<file path="src/rtl/mf_disp_wr_arb.sv">
// Write arbiter between the CPU (requester A) and the blitter (requester B).
// It funnels both write streams into the single display address decoder write port.
//
// Ownership is round-robin with a burst limit. An owner keeps the port while it
// requests. It gives the port up after MAX_BURST transfers if the other side is
// waiting. While b_lock is high, B is exempt from that burst limit.
//
// Ports:
//   sys_clk, resetn          clock, asynchronous active-low reset
//   a_req/a_addr/a_data      requester A write request, address, data
//   b_req/b_addr/b_data      requester B write request, address, data
//   b_lock                   B keeps ownership past MAX_BURST while high
//   a_gnt/b_gnt              combinational grant; req & gnt is a transfer
//   sys_wr_vld/addr/data     registered write, one cycle after the transfer
//   arb_owner                current owner: 00 none, 01 A, 10 B
module mf_disp_wr_arb #(
  parameter int unsigned MAX_BURST = 16
) (
  input  logic        sys_clk,
  input  logic        resetn,
  input  logic        a_req,
  input  logic [15:0] a_addr,
  input  logic [31:0] a_data,
  input  logic        b_req,
  input  logic [15:0] b_addr,
  input  logic [31:0] b_data,
  input  logic        b_lock,
  output logic        a_gnt,
  output logic        b_gnt,
  output logic        sys_wr_vld,
  output logic [15:0] sys_wr_addr,
  output logic [31:0] sys_wr_data,
  output logic [1:0]  arb_owner
);

  typedef enum logic [1:0] {
    StIdle = 2'b00,
    StOwnA = 2'b01,
    StOwnB = 2'b10
  } state_e;

  localparam logic [7:0] MaxBurst = 8'(MAX_BURST);

  state_e      state_q, state_d;
  logic [7:0]  burst_q, burst_d, burst_inc;
  logic        last_b_q, last_b_d;  // 1: B was the owner most recently left
  logic        rst_done_q;
  logic        burst_hit;
  logic        xfer;

  logic        wr_vld_q;
  logic [15:0] wr_addr_q;
  logic [31:0] wr_data_q;

  assign a_gnt     = a_req & (state_q == StOwnA);
  assign b_gnt     = b_req & (state_q == StOwnB);
  assign xfer      = a_gnt | b_gnt;
  assign arb_owner = state_q;

  assign burst_inc = (burst_q == 8'hFF) ? 8'hFF : burst_q + 8'd1;
  // A count already past the limit still forces a hand-over once the other side
  // starts requesting, so an owner that ran alone cannot starve it.
  assign burst_hit = burst_inc >= MaxBurst;

  always_comb begin
    state_d = state_q;
    unique case (state_q)
      StIdle: begin
        // Hold off for one edge after reset release so the first ownership
        // lands on the second edge.
        if (rst_done_q) begin
          if (a_req && b_req) begin
            state_d = last_b_q ? StOwnA : StOwnB;
          end else if (a_req) begin
            state_d = StOwnA;
          end else if (b_req) begin
            state_d = StOwnB;
          end
        end
      end
      StOwnA: begin
        if (!a_req) begin
          state_d = b_req ? StOwnB : StIdle;
        end else if (burst_hit && b_req) begin
          state_d = StOwnB;
        end
      end
      StOwnB: begin
        if (!b_req) begin
          state_d = a_req ? StOwnA : StIdle;
        end else if (burst_hit && a_req && !b_lock) begin
          state_d = StOwnA;
        end
      end
      default: state_d = StIdle;
    endcase
  end

  always_comb begin
    last_b_d = last_b_q;
    burst_d  = burst_q;
    if (state_d != state_q) begin
      burst_d = 8'd0;
      if (state_q == StOwnA) begin
        last_b_d = 1'b0;
      end else if (state_q == StOwnB) begin
        last_b_d = 1'b1;
      end
    end else if (xfer) begin
      burst_d = burst_inc;
    end
  end

  always_ff @(posedge sys_clk or negedge resetn) begin
    if (!resetn) begin
      state_q    <= StIdle;
      burst_q    <= 8'd0;
      last_b_q   <= 1'b1;  // A wins the first tie
      rst_done_q <= 1'b0;
    end else begin
      state_q    <= state_d;
      burst_q    <= burst_d;
      last_b_q   <= last_b_d;
      rst_done_q <= 1'b1;
    end
  end

  always_ff @(posedge sys_clk or negedge resetn) begin
    if (!resetn) begin
      wr_vld_q  <= 1'b0;
      wr_addr_q <= 16'd0;
      wr_data_q <= 32'd0;
    end else begin
      wr_vld_q <= xfer;
      if (a_gnt) begin
        wr_addr_q <= a_addr;
        wr_data_q <= a_data;
      end else if (b_gnt) begin
        wr_addr_q <= b_addr;
        wr_data_q <= b_data;
      end
    end
  end

  assign sys_wr_vld  = wr_vld_q;
  assign sys_wr_addr = wr_addr_q;
  assign sys_wr_data = wr_data_q;

endmodule
</file>
<file path="config.mk">
export PLATFORM = sky130hd
export DESIGN_NAME = mf_disp_wr_arb
export DESIGN_NICKNAME = d
export VERILOG_FILES = /design/src/rtl/mf_disp_wr_arb.sv
export SDC_FILE = /design/constraint.sdc
export NUM_CORES = 1
export LEC_CHECK = 0
export CAP_MARGIN = 25
export CORE_AREA = 2 2 105 107
export DETAILED_ROUTE_END_ITERATION = 12
export DIE_AREA = 0 0 107 109
export GPL_ROUTABILITY_DRIVEN = 0
export PLACE_DENSITY = 0.72
export SETUP_SLACK_MARGIN = 0.5
export SLEW_MARGIN = 20
export SYNTH_ARGS = -nofsm -noshare
export SYNTH_HDL_FRONTEND = slang
export SYNTH_SLANG_ARGS = --single-unit
</file>
<file path="constraint.sdc">
create_clock -name sys_clk -period 2.6 [get_ports sys_clk]
set_input_delay 0.65 -clock sys_clk [delete_from_list [all_inputs] [get_ports sys_clk]]
set_output_delay 0.65 -clock sys_clk [all_outputs]
set_load 0.01 [all_outputs]
</file>
==> qor.txt, run 1 <==
outcome = completed
CTS max path bufs = 2
TritonCTS Buffers = 9
# diodes = 0
CTS tree = built
number of synthesized register bits = 61
Final Hold Fails = 0
area of the die = 11700 sq um
hold bufs inserted after CTS = 0
Crit path largest cell delay = 480 ps
crit path capture type = flop
area delta synth->final = 69.0%
Netlist cell types = 50
sequence of cells on the critical path = buf_4 -> nand4_1 -> or4_4 -> o311ai_4 -> o211ai_2 -> buf_4 -> and3_1 -> o32ai_2
Top FF cell, synth = dfrtp_1
Die Span Y = 109 microns
cell repeated most along the worst path = buf_4
Synth Area in Compound Gates = 0.153
Max-slew headroom = 0.505
Initial DRC Count = 84
leak pwr = 2.48 nW
total core area = 10600 sq um
post-synthesis xor/xnor area fraction = 0
HPWL Detailed = 6660 microns
number of global-route vias before repair = 3132
delay-heaviest family, CP = simple AND/OR/NAND/NOR gates
Setup violations, final = 0
PortBufs = 153
Worst-Margin Slew = 743 ps
Top Ports = 154
multiplexer area fraction after synthesis = 0.156
Power Dens Cells = 958 nW/um^2
TritonCTS Sinks = 61
root buf cell = clkbuf_8
VDD IR max = 0.521 mV
WL final = 9610 microns
adder-cell share of the synthesized area = 0.0195
Max Slew Vio Count = 0
effective utilization at floorplan = 0.303
simple-gate portion of the synthesized area = 0.161
critical path depth in cells = 8
wire per inst = 15.0 microns
vias per inst = 4.81
clock latency at the later pin of the worst-skew pair = 340 ps
layout cells sized above 1 = 0.169
RSZ-0062 raised after global routing = yes
CP bufs+invs = 2
DR vias = 3090
Layout Skew = 11.2 ps
largest net degree at the start of global routing = 55
Final nets = 604
CP startpoint kind = flop
initial antenna violation count = 0
Max H-tree Level = 3
drt first pass iters = 4
cell area after synthesis = 3210 sq um
global-route wire length before repair = 14900 microns
HP Class = input pin to asynchronous set/reset pin
r2r worst-path depth = 8
Max-Cap Viols = 0
CP max stage cell = or4_4
Tcrit/Tclk final = 0.833
Post-Syn Instances = 321
WP data arrival = 2420 ps
post-layout total power = 0.00520 W
Total GRT Usage = 0.166
Net Count, Synth = 427
EDFF count, synth = 0
mean area per synthesized cell = 10.0 sq um
fraction of registers with async set/reset = 1.00
critical-path maximum fanout = 6
WP data required = 2860 ps
final hold slack = 361 ps
CP Class = flop to flop
DRC Markers = 0
Seq/Total Area, Yosys = 0.475
row cnt = 38
minimum clock period = 2170 ps
grt total ovfl = 0
ANT nets after route = 0
Horiz. Die Dim = 107 microns
Clock transition at path regs = 70 ps
main combinational cell family by area after synthesis = simple AND/OR/NAND/NOR gates
yosys warns = 0
Max Clk Rate = 462 MHz
[stage by stage]
stage                     setup TNS, ps  cell area [sq um]   util  worst slack, ps  cells
final                                 0               5430  0.512              434    643
after global routing                  0               5430  0.512              347    643
after CTS                             0               5340  0.504              461    638
after detailed placement          -1130               4980  0.470             -148    612
after global placement             -345               4980  0.470            -71.0    612
after floorplan                       0               3230      -              502    321
[where the power goes]
part | switching (W) | leakage, nW | internal (W)
combinational | 0.00130 | 1.64 | 0.00154
clock | 0.000363 | 0.0844 | 0.000371
sequential | 0.000249 | 0.755 | 0.00138
[sequential cells by signal, indices dropped and copies added, names as in the netlist]
| signal | cells |
|---|---|
| arb_owner | 2 |
| burst_q | 8 |
| last_b_q | 1 |
| rst_done_q | 1 |
| sys_wr_addr | 16 |
| sys_wr_data | 32 |
| sys_wr_vld | 1 |
[cells in the mapped netlist, drive strengths merged, types with 2 or more instances]
master,instances,area share
buf,6,0.0082
and4,2,0.0055
nand3,2,0.0031
nand2,61,0.072
mux2i,49,0.15
nor4b,2,0.0074
clkbuf,11,0.013
dfrtp,60,0.47
nand4,3,0.012
or3,2,0.0039
o21ai,55,0.086
nor3,4,0.011
and3,2,0.0039
a21oi,5,0.0078
a31oi,2,0.0039
nand2b,2,0.0039
inv,10,0.012
ha,5,0.019
nor2,14,0.016
[routing by layer]
layer / vias up / share of wire / global-route usage / wire [microns]
met4: 0 / 0.026 / 0.0853 / 247
met2: 119 / 0.51 / 0.296 / 4870
met5: - / 0 / 0 / 0
met3: 19 / 0.063 / 0.0490 / 602
li1: 1485 / - / - / -
met1: 1467 / 0.41 / 0.178 / 3890
[cells in the final DEF (no fill, tap or decap), drive strengths merged, types with 2 or more instances in the layout]
cell | netlist | routed
clkdlybuf4s50 | 0 | 146
clkinv | 1 | 2
and4 | 2 | 2
dfrtp | 60 | 60
or3 | 2 | 2
mux2i | 49 | 49
nand2 | 61 | 61
clkdlybuf4s15 | 0 | 2
a31oi | 2 | 2
inv | 10 | 11
buf | 6 | 32
o21ai | 55 | 55
a21oi | 5 | 5
nor3 | 4 | 4
nand4 | 3 | 3
and3 | 2 | 2
nor2 | 14 | 14
clkbuf | 11 | 15
ha | 5 | 5
nand3 | 2 | 2
nor4b | 2 | 2
nand2b | 2 | 2
[worst reg2reg max path: stages (launching register included)]
cell and delay, ps:
dfrtp_1 410, buf_4 150, nand4_1 170, or4_4 480, o311ai_4 170, o211ai_2 200, buf_4 170, and3_1 140
o32ai_2 190
[final timing paths]
path	start	end	slack [ps]
max	burst_q[1]$_DFFE_PN0P_	last_b_q$_DFFE_PN1P_	430
min	resetn	arb_owner[0]$_DFF_PN0_	360
max reg2reg	burst_q[1]$_DFFE_PN0P_	last_b_q$_DFFE_PN1P_	430
min reg2reg	last_b_q$_DFFE_PN1P_	last_b_q$_DFFE_PN1P_	490
max in group asynchronous	resetn	sys_wr_data[6]$_DFFE_PN0P_	1610
min in group sys_clk	last_b_q$_DFFE_PN1P_	last_b_q$_DFFE_PN1P_	490
[area by class of cell]
type,instances,area [sq um]
clock buffer,14,153
clock inverter,2,10.0
fill,967,5170
inverter,11,43.8
multi-input combinational,232,1730
sequential,61,1530
tap,140,175
timing repair buffer,183,1790
[what timing repair did]
action	4_1_cts	5_1_grt
setup buffers	10	5
pin swaps	12	14
endpoints found under the setup margin	61	55
resized for setup	35	14
[cells by family after synthesis]
kind of cell / after synthesis
mux: 50
compound gates: 78
other cells: 1
fa+ha+maj: 5
buf+inv: 28
flops: 61
simple gates: 98
Power figures use the tool's default switching activity.
==> run 2: changes to the inputs <==
Clock period 2.6 ns to 2.2 ns, I/O delays scaled along.
==> run 2 against run 1 <==
Sequential share of layout area down 0.38 points. Total power up 18%. Die area unchanged. Final cell count up 0.93%.
==> qor.txt, run 2 (synthesized netlist as in run 1, its figures left out) <==
row cnt = 38 (unchanged)
Top Ports = 154 (unchanged)
Tcrit/Tclk final = 0.930 (was 0.833)
Die Span Y = 109 microns (unchanged)
DRC Markers = 0 (unchanged)
leak pwr = 2.66 nW (was 2.48 nW)
DR vias = 3089 (was 3090)
Power Dens Cells = 1110 nW/um^2 (was 958 nW/um^2)
grt total ovfl = 0 (unchanged)
Setup violations, final = 0 (unchanged)
largest net degree at the start of global routing = 68 (was 55)
Final Hold Fails = 0 (unchanged)
drt first pass iters = 5 (was 4)
Layout Skew = 7.09 ps (was 11.2 ps)
number of flip-flops in the largest register = 32 (unchanged)
RR Endpoint = arb_owner[0]$_DFF_PN0_ (was last_b_q$_DFFE_PN1P_)
WL final = 9830 microns (was 9610 microns)
HPWL Detailed = 6980 microns (was 6660 microns)
busiest grt layer = met2 (unchanged)
Clock transition at path regs = 70 ps (about the same)
crit path capture type = flop (unchanged)
vias per inst = 4.76 (was 4.81)
Critical R2R Launch = burst_q[1]$_DFFE_PN0P_ (unchanged)
switch share = 0.373 (was 0.367)
CP Class = flop to flop (unchanged)
minimum clock period = 2050 ps (was 2170 ps)
r2r worst-path depth = 8 (unchanged)
Max H-tree Level = 3 (unchanged)
WP data required = 2440 ps (was 2860 ps)
layout cells sized above 1 = 0.206 (was 0.169)
CTS tree = built (unchanged)
initial antenna violation count = 0 (unchanged)
register area = 1540 sq um (was 1530 sq um)
Max Clk Rate = 489 MHz (was 462 MHz)
global-route wire length before repair = 15500 microns (was 14900 microns)
GR Util met3 = 0.0532 (was 0.0490)
CTS max path bufs = 2 (unchanged)
Total GRT Usage = 0.169 (was 0.166)
ANT nets after route = 0 (unchanged)
root buf cell = clkbuf_8 (unchanged)
area of the die = 11700 sq um (unchanged)
Flop pwr share = 0.312 (was 0.313)
P_int = 0.00386 W (was 0.00329 W)
PortBufs = 153 (unchanged)
met2 usage = 0.296 (about the same)
number of global-route vias before repair = 3191 (was 3132)
Final nets = 610 (was 604)
commonest non-fill, non-tap cell in the layout = clkdlybuf4s50_1 (unchanged)
WP data arrival = 2280 ps (was 2420 ps)
Clock Power Share = 0.172 (was 0.141)
VDD IR max = 0.491 mV (was 0.521 mV)
Max-Cap Viols = 0 (unchanged)
RSZ-0062 raised after global routing = yes (unchanged)
DP Cell Count = 616 (was 612)
critical-path maximum fanout = 6 (unchanged)
post-route insts no fill = 649 (was 643)
effective utilization at floorplan = 0.303 (unchanged)
area delta synth->final = 72.1% (was 69.0%)
met1 Use GR = 0.197 (was 0.178)
clock latency at the later pin of the worst-skew pair = 330 ps (was 340 ps)
outcome = completed (unchanged)
Core Util, Final = 0.522 (was 0.512)
HP Class = input pin to asynchronous set/reset pin (unchanged)
total core area = 10600 sq um (unchanged)
multi-input logic area = 1740 sq um (was 1730 sq um)
flop2flop setup slack = 150 ps (was 430 ps)
Initial DRC Count = 113 (was 84)
TritonCTS Buffers = 9 (unchanged)
P_sw = 0.00229 W (was 0.00191 W)
# diodes = 0 (unchanged)
commonest non-fill, non-tap cells in the layout = 97 x clkdlybuf4s50_1, 58 x nand2_1, 52 x o21ai_0 (was 146 x clkdlybuf4s50_1, 59 x nand2_1, 57 x dfrtp_1)
Max Slew Vio Count = 0 (unchanged)
Logic pwr share = 0.516 (was 0.546)
wire per inst = 15.1 microns (was 15.0 microns)
Horiz. Die Dim = 107 microns (unchanged)
CP startpoint kind = flop (unchanged)
Fillers = 973 (was 967)
TritonCTS Sinks = 61 (unchanged)
==> run 2: changes by cell type in the layout (fill, tap and decap cells not counted), moves of 3 or more <==
cell	before	now
clkbuf_1	4	1
dfrtp_2	3	9
dlygate4sd2_1	1	51
dfrtp_1	57	51
buf_4	23	26
clkdlybuf4s50_1	146	97
==> run 2: final cells by class <==
| type | count | share of cell area |
|---|---|---|
| clock buffer | 13 | 0.0305 |
| clock inverter | 3 | 0.00769 |
| inverter | 11 | 0.00859 |
| multi-input combinational | 232 | 0.314 |
| sequential | 61 | 0.278 |
| tap | 140 | 0.0317 |
| timing repair buffer | 189 | 0.330 |
==> run 2: per-stage QoR <==
step | cell area (sq um) | total power [W] | hold slack [ps] | setup TNS [ps] | worst slack (ps)
floorplan | 3310 | 0.00345 | 254 | 0 | 191
global placement | 5080 | 0.00495 | 470 | -8100 | -369
detailed placement | 5080 | 0.00504 | 485 | -10530 | -432
CTS | 5370 | 0.00598 | 158 | 0 | 128
global route | 5530 | 0.00661 | 171 | 0 | 81.5
finish | 5530 | 0.00615 | 165 | 0 | 155
==> run 2: worst max-delay path: stages, from the launching register on <==
cell,delay (ps)
dfrtp_2,450
ha_4,190
nand4_4,110
nor4b_4,70
o311ai_4,480
nor3b_4,300
buf_4,140
o21ai_1,70
a31oi_1,150
==> run 2: power by group through the flow <==
stage,logic (W),clock network [W],registers [W]
after CTS,0.00296,0.00110,0.00192
after global routing,0.00347,0.00115,0.00200
after global placement,0.00300,0,0.00196
final,0.00317,0.00106,0.00192
after detailed placement,0.00307,0,0.00197
after floorplan,0.00130,0,0.00215
==> run 2: worst max-delay path by stage <==
stage / end / slack [ps] / start / cells after the start
final: arb_owner[0]$_DFF_PN0_ / 150 / burst_q[1]$_DFFE_PN0P_ / 8
after global routing: burst_q[2]$_DFFE_PN0P_ / 80 / burst_q[1]$_DFFE_PN0P_ / 7
after CTS: burst_q[2]$_DFFE_PN0P_ / 130 / arb_owner[0]$_DFF_PN0_ / 8
after detailed placement: burst_q[1]$_DFFE_PN0P_ / -430 / b_req / 7
after global placement: burst_q[1]$_DFFE_PN0P_ / -370 / b_req / 7
after floorplan: burst_q[1]$_DFFE_PN0P_ / 190 / b_req / 7
==> run 2: what timing repair did <==
action	CTS	global route
buffers inserted	8	8
pin swaps	8	10
gates cloned	1	0
resized for setup	77	31
endpoints found under the setup margin	108	64
hold buffers	0	0
==> run 2: layer usage <==
| metal | up-vias | routed length (microns) |
|---|---|---|
| met5 | - | 0 |
| met4 | 0 | 209 |
| met3 | 17 | 612 |
| met2 | 105 | 4990 |
| met1 | 1459 | 4020 |
| li1 | 1508 | - |
==> run 3: changes to the inputs <==
Settings changed: CORE_AREA 2 2 105 107 to 2 2 76 150, DIE_AREA 0 0 107 109 to 0 0 78 152, PLACE_DENSITY 0.72 to 0.71, RECOVER_POWER set to 100.
==> run 3 against run 2 <==
The flow now finishes with violations (capacitance limit, slew limit). Wire length rose by 9.9%. Clock skew barely moved. First-iteration DRC count rose by 38%. Combinational power rose by 7.3%. Critical path depth fell by 1. Total power rose by 9.6%. Core utilization rose by 0.79 points. Die area rose by 1.7%. Critical path type unchanged. Largest cell class unchanged.
==> qor.txt, run 3 (synthesized netlist as in run 1, its figures left out) <==
critical-path maximum fanout = 6 (unchanged)
Top Ports = 154 (unchanged)
WP data required = 2400 ps (was 2440 ps)
Final nets = 614 (was 610)
row cnt = 54 (was 38)
post-layout total power = 0.00674 W (was 0.00615 W)
outcome = complete, but fails checks (was completed)
HPWL Detailed = 7630 microns (was 6980 microns)
Tcrit/Tclk final = 0.988 (was 0.930)
wire per inst = 16.6 microns (was 15.1 microns)
DRC Markers = 0 (unchanged)
area delta synth->final = 78.2% (was 72.1%)
largest net degree at the start of global routing = 62 (was 68)
PortBufs = 153 (unchanged)
vias per inst = 4.89 (was 4.76)
switch share = 0.362 (was 0.373)
Layout Skew = 6.91 ps (was 7.09 ps)
Logic pwr share = 0.504 (was 0.516)
failing checks = capacitance limit, slew limit
Core Util, Final = 0.530 (was 0.522)
Critical R2R Launch = burst_q[1]$_DFFE_PN0P_ (unchanged)
Power Dens Cells = 1180 nW/um^2 (was 1110 nW/um^2)
Flop pwr share = 0.286 (was 0.312)
Max H-tree Level = 3 (unchanged)
Max-Cap Viols = 1 (was 0)
CTS tree = built (unchanged)
number of flip-flops in the largest register = 32 (unchanged)
sequence of cells on the critical path = ha_4 -> nand4_4 -> nor4b_4 -> o311ai_4 -> nor3b_4 -> nor3_2 -> o31a_1 (was ha_4 -> nand4_4 -> nor4b_4 -> o311ai_4 -> nor3b_4 -> buf_4 -> o21ai_1 -> a31oi_1)
worst setup margin = 27.3 ps (was 155 ps)
Place WS = -439 ps (was -432 ps)
commonest non-fill, non-tap cells in the layout = 97 x clkdlybuf4s50_1, 57 x nand2_1, 53 x dfrtp_1 (was 97 x clkdlybuf4s50_1, 58 x nand2_1, 52 x o21ai_0)
effective utilization at floorplan = 0.297 (was 0.303)
DR vias = 3191 (was 3089)
layout cells sized above 1 = 0.217 (was 0.206)
P_sw = 0.00244 W (was 0.00229 W)
Hold Crit Depth = 2
WL final = 10800 microns (was 9830 microns)
Horiz. Die Dim = 78 microns (was 107 microns)
number of global-route vias before repair = 3394 (was 3191)
HP Class = flop to flop (was input pin to asynchronous set/reset pin)
flop2flop setup slack = 30 ps (was 150 ps)
area of the die = 11900 sq um (was 11700 sq um)
TritonCTS Sinks = 61 (unchanged)
commonest non-fill, non-tap cell in the layout = clkdlybuf4s50_1 (unchanged)
# diodes = 0 (unchanged)
Die Span Y = 152 microns (was 109 microns)
hold path startpoint = last_b_q$_DFFE_PN1P_
ANT nets after route = 0 (unchanged)
drt first pass iters = 4 (was 5)
WP data arrival = 2370 ps (was 2280 ps)
Final Hold Fails = 0 (unchanged)
minimum clock period = 2170 ps (was 2050 ps)
initial antenna violation count = 0 (unchanged)
CP startpoint kind = flop (unchanged)
clock latency at the later pin of the worst-skew pair = 330 ps (about the same)
Total GRT Usage = 0.188 (was 0.169)
Initial DRC Count = 156 (was 113)
global-route wire length before repair = 17200 microns (was 15500 microns)
Setup violations, final = 0 (unchanged)
root buf cell = clkbuf_16 (was clkbuf_8)
CP Class = flop to flop (unchanged)
Max Slew Vio Count = 62 (was 0)
Max-slew headroom = -0.0455
r2r worst-path depth = 7 (was 8)
Hold Crit Endpoint = last_b_q$_DFFE_PN1P_
VDD IR max = 0.537 mV (was 0.491 mV)
P_int = 0.00430 W (was 0.00386 W)
CP max stage cell = o311ai_4 (unchanged)
leak pwr = 2.74 nW (was 2.66 nW)
grt total ovfl = 0 (unchanged)
Clock Power Share = 0.210 (was 0.172)
CTS max path bufs = 2 (unchanged)
Crit path largest cell delay = 530 ps (was 480 ps)
total core area = 10800 sq um (was 10600 sq um)
RR Endpoint = arb_owner[1]$_DFF_PN0_ (was arb_owner[0]$_DFF_PN0_)
TritonCTS Buffers = 9 (unchanged)
RSZ-0062 raised after global routing = yes (unchanged)
Worst-Margin Slew = 1570 ps
crit path capture type = flop (unchanged)
Max Clk Rate = 460 MHz (was 489 MHz)
hold bufs inserted after CTS = 0 (unchanged)
Clock transition at path regs = 50 ps (was 70 ps)
[run 3: cell types whose count changed in the layout (fill, tap and decap cells not counted), sizes merged]
cell / previous run / this run
buf: 39 / 44
clkbuf: 15 / 12
inv: 10 / 11
[run 3: how the worst max path moves through the flow]
| stage | startpoint | to | slack (ps) | cells after the start |
|---|---|---|---|---|
| after global placement | b_req | last_b_q$_DFFE_PN1P_ | -350 | 8 |
| final | burst_q[1]$_DFFE_PN0P_ | arb_owner[1]$_DFF_PN0_ | 30 | 7 |
| after floorplan | b_req | burst_q[1]$_DFFE_PN0P_ | 190 | 7 |
| after detailed placement | a_req | burst_q[1]$_DFFE_PN0P_ | -440 | 7 |
| after CTS | burst_q[0]$_DFFE_PN0P_ | burst_q[2]$_DFFE_PN0P_ | 80 | 7 |
| after global routing | burst_q[0]$_DFFE_PN0P_ | arb_owner[1]$_DFF_PN0_ | -50 | 7 |
[run 3: final cells by class]
cell class,instances,area (sq um)
Clock inverter,4,47.5
Multi-Input combinational cell,232,1780
Timing Repair Buffer,193,1890
Inverter,11,51.3
Sequential cell,61,1540
Fill cell,1024,5080
Tap cell,140,175
Clock buffer,11,253
[run 3: through the flow]
stage | TNS (ps) | hold slack, ps | instance area (sq um) | cells
floorplan | 0 | 254 | 3310 | 321
global placement | -5430 | 482 | 5070 | 614
detailed placement | -7240 | 488 | 5070 | 614
CTS | 0 | 239 | 5560 | 644
global route | -97.6 | 517 | 5730 | 652
finish | 0 | 491 | 5730 | 652
[run 3: worst max-delay path, delay by kind of cell, from the launching register on]
| family | cells | cell delay (ps) |
|---|---|---|
| AO/OA/AOI/OAI | 2 | 790 |
| adder cells (fa/ha/maj) | 1 | 190 |
| flip-flops | 1 | 440 |
| AND/OR/NAND/NOR | 4 | 620 |
[run 3: routing by layer]
metal | global-route usage | vias up | part of all wire
met4 | 0.0961 | 0 | 0.046
met2 | 0.353 | 136 | 0.57
li1 | - | 1514 | -
met5 | 0 | - | 0
met3 | 0.0398 | 41 | 0.048
met1 | 0.187 | 1500 | 0.33
[run 3: power groups by stage]
stage	sequential, W	combinational (W)	clock [W]
2_1_floorplan	0.00215	0.00130	0
3_3_place_gp	0.00195	0.00303	0
3_5_place_dp	0.00197	0.00311	0
4_1_cts	0.00193	0.00319	0.00145
5_1_grt	0.00200	0.00370	0.00150
6_report	0.00193	0.00340	0.00141
[run 3: timing repair]
item | 4_1_cts | 5_1_grt
endpoints found under the setup margin | 112 | 63
pin swaps | 14 | 11
gates cloned | 2 | 0
setup buffers | 13 | 8
resized for setup | 93 | 32
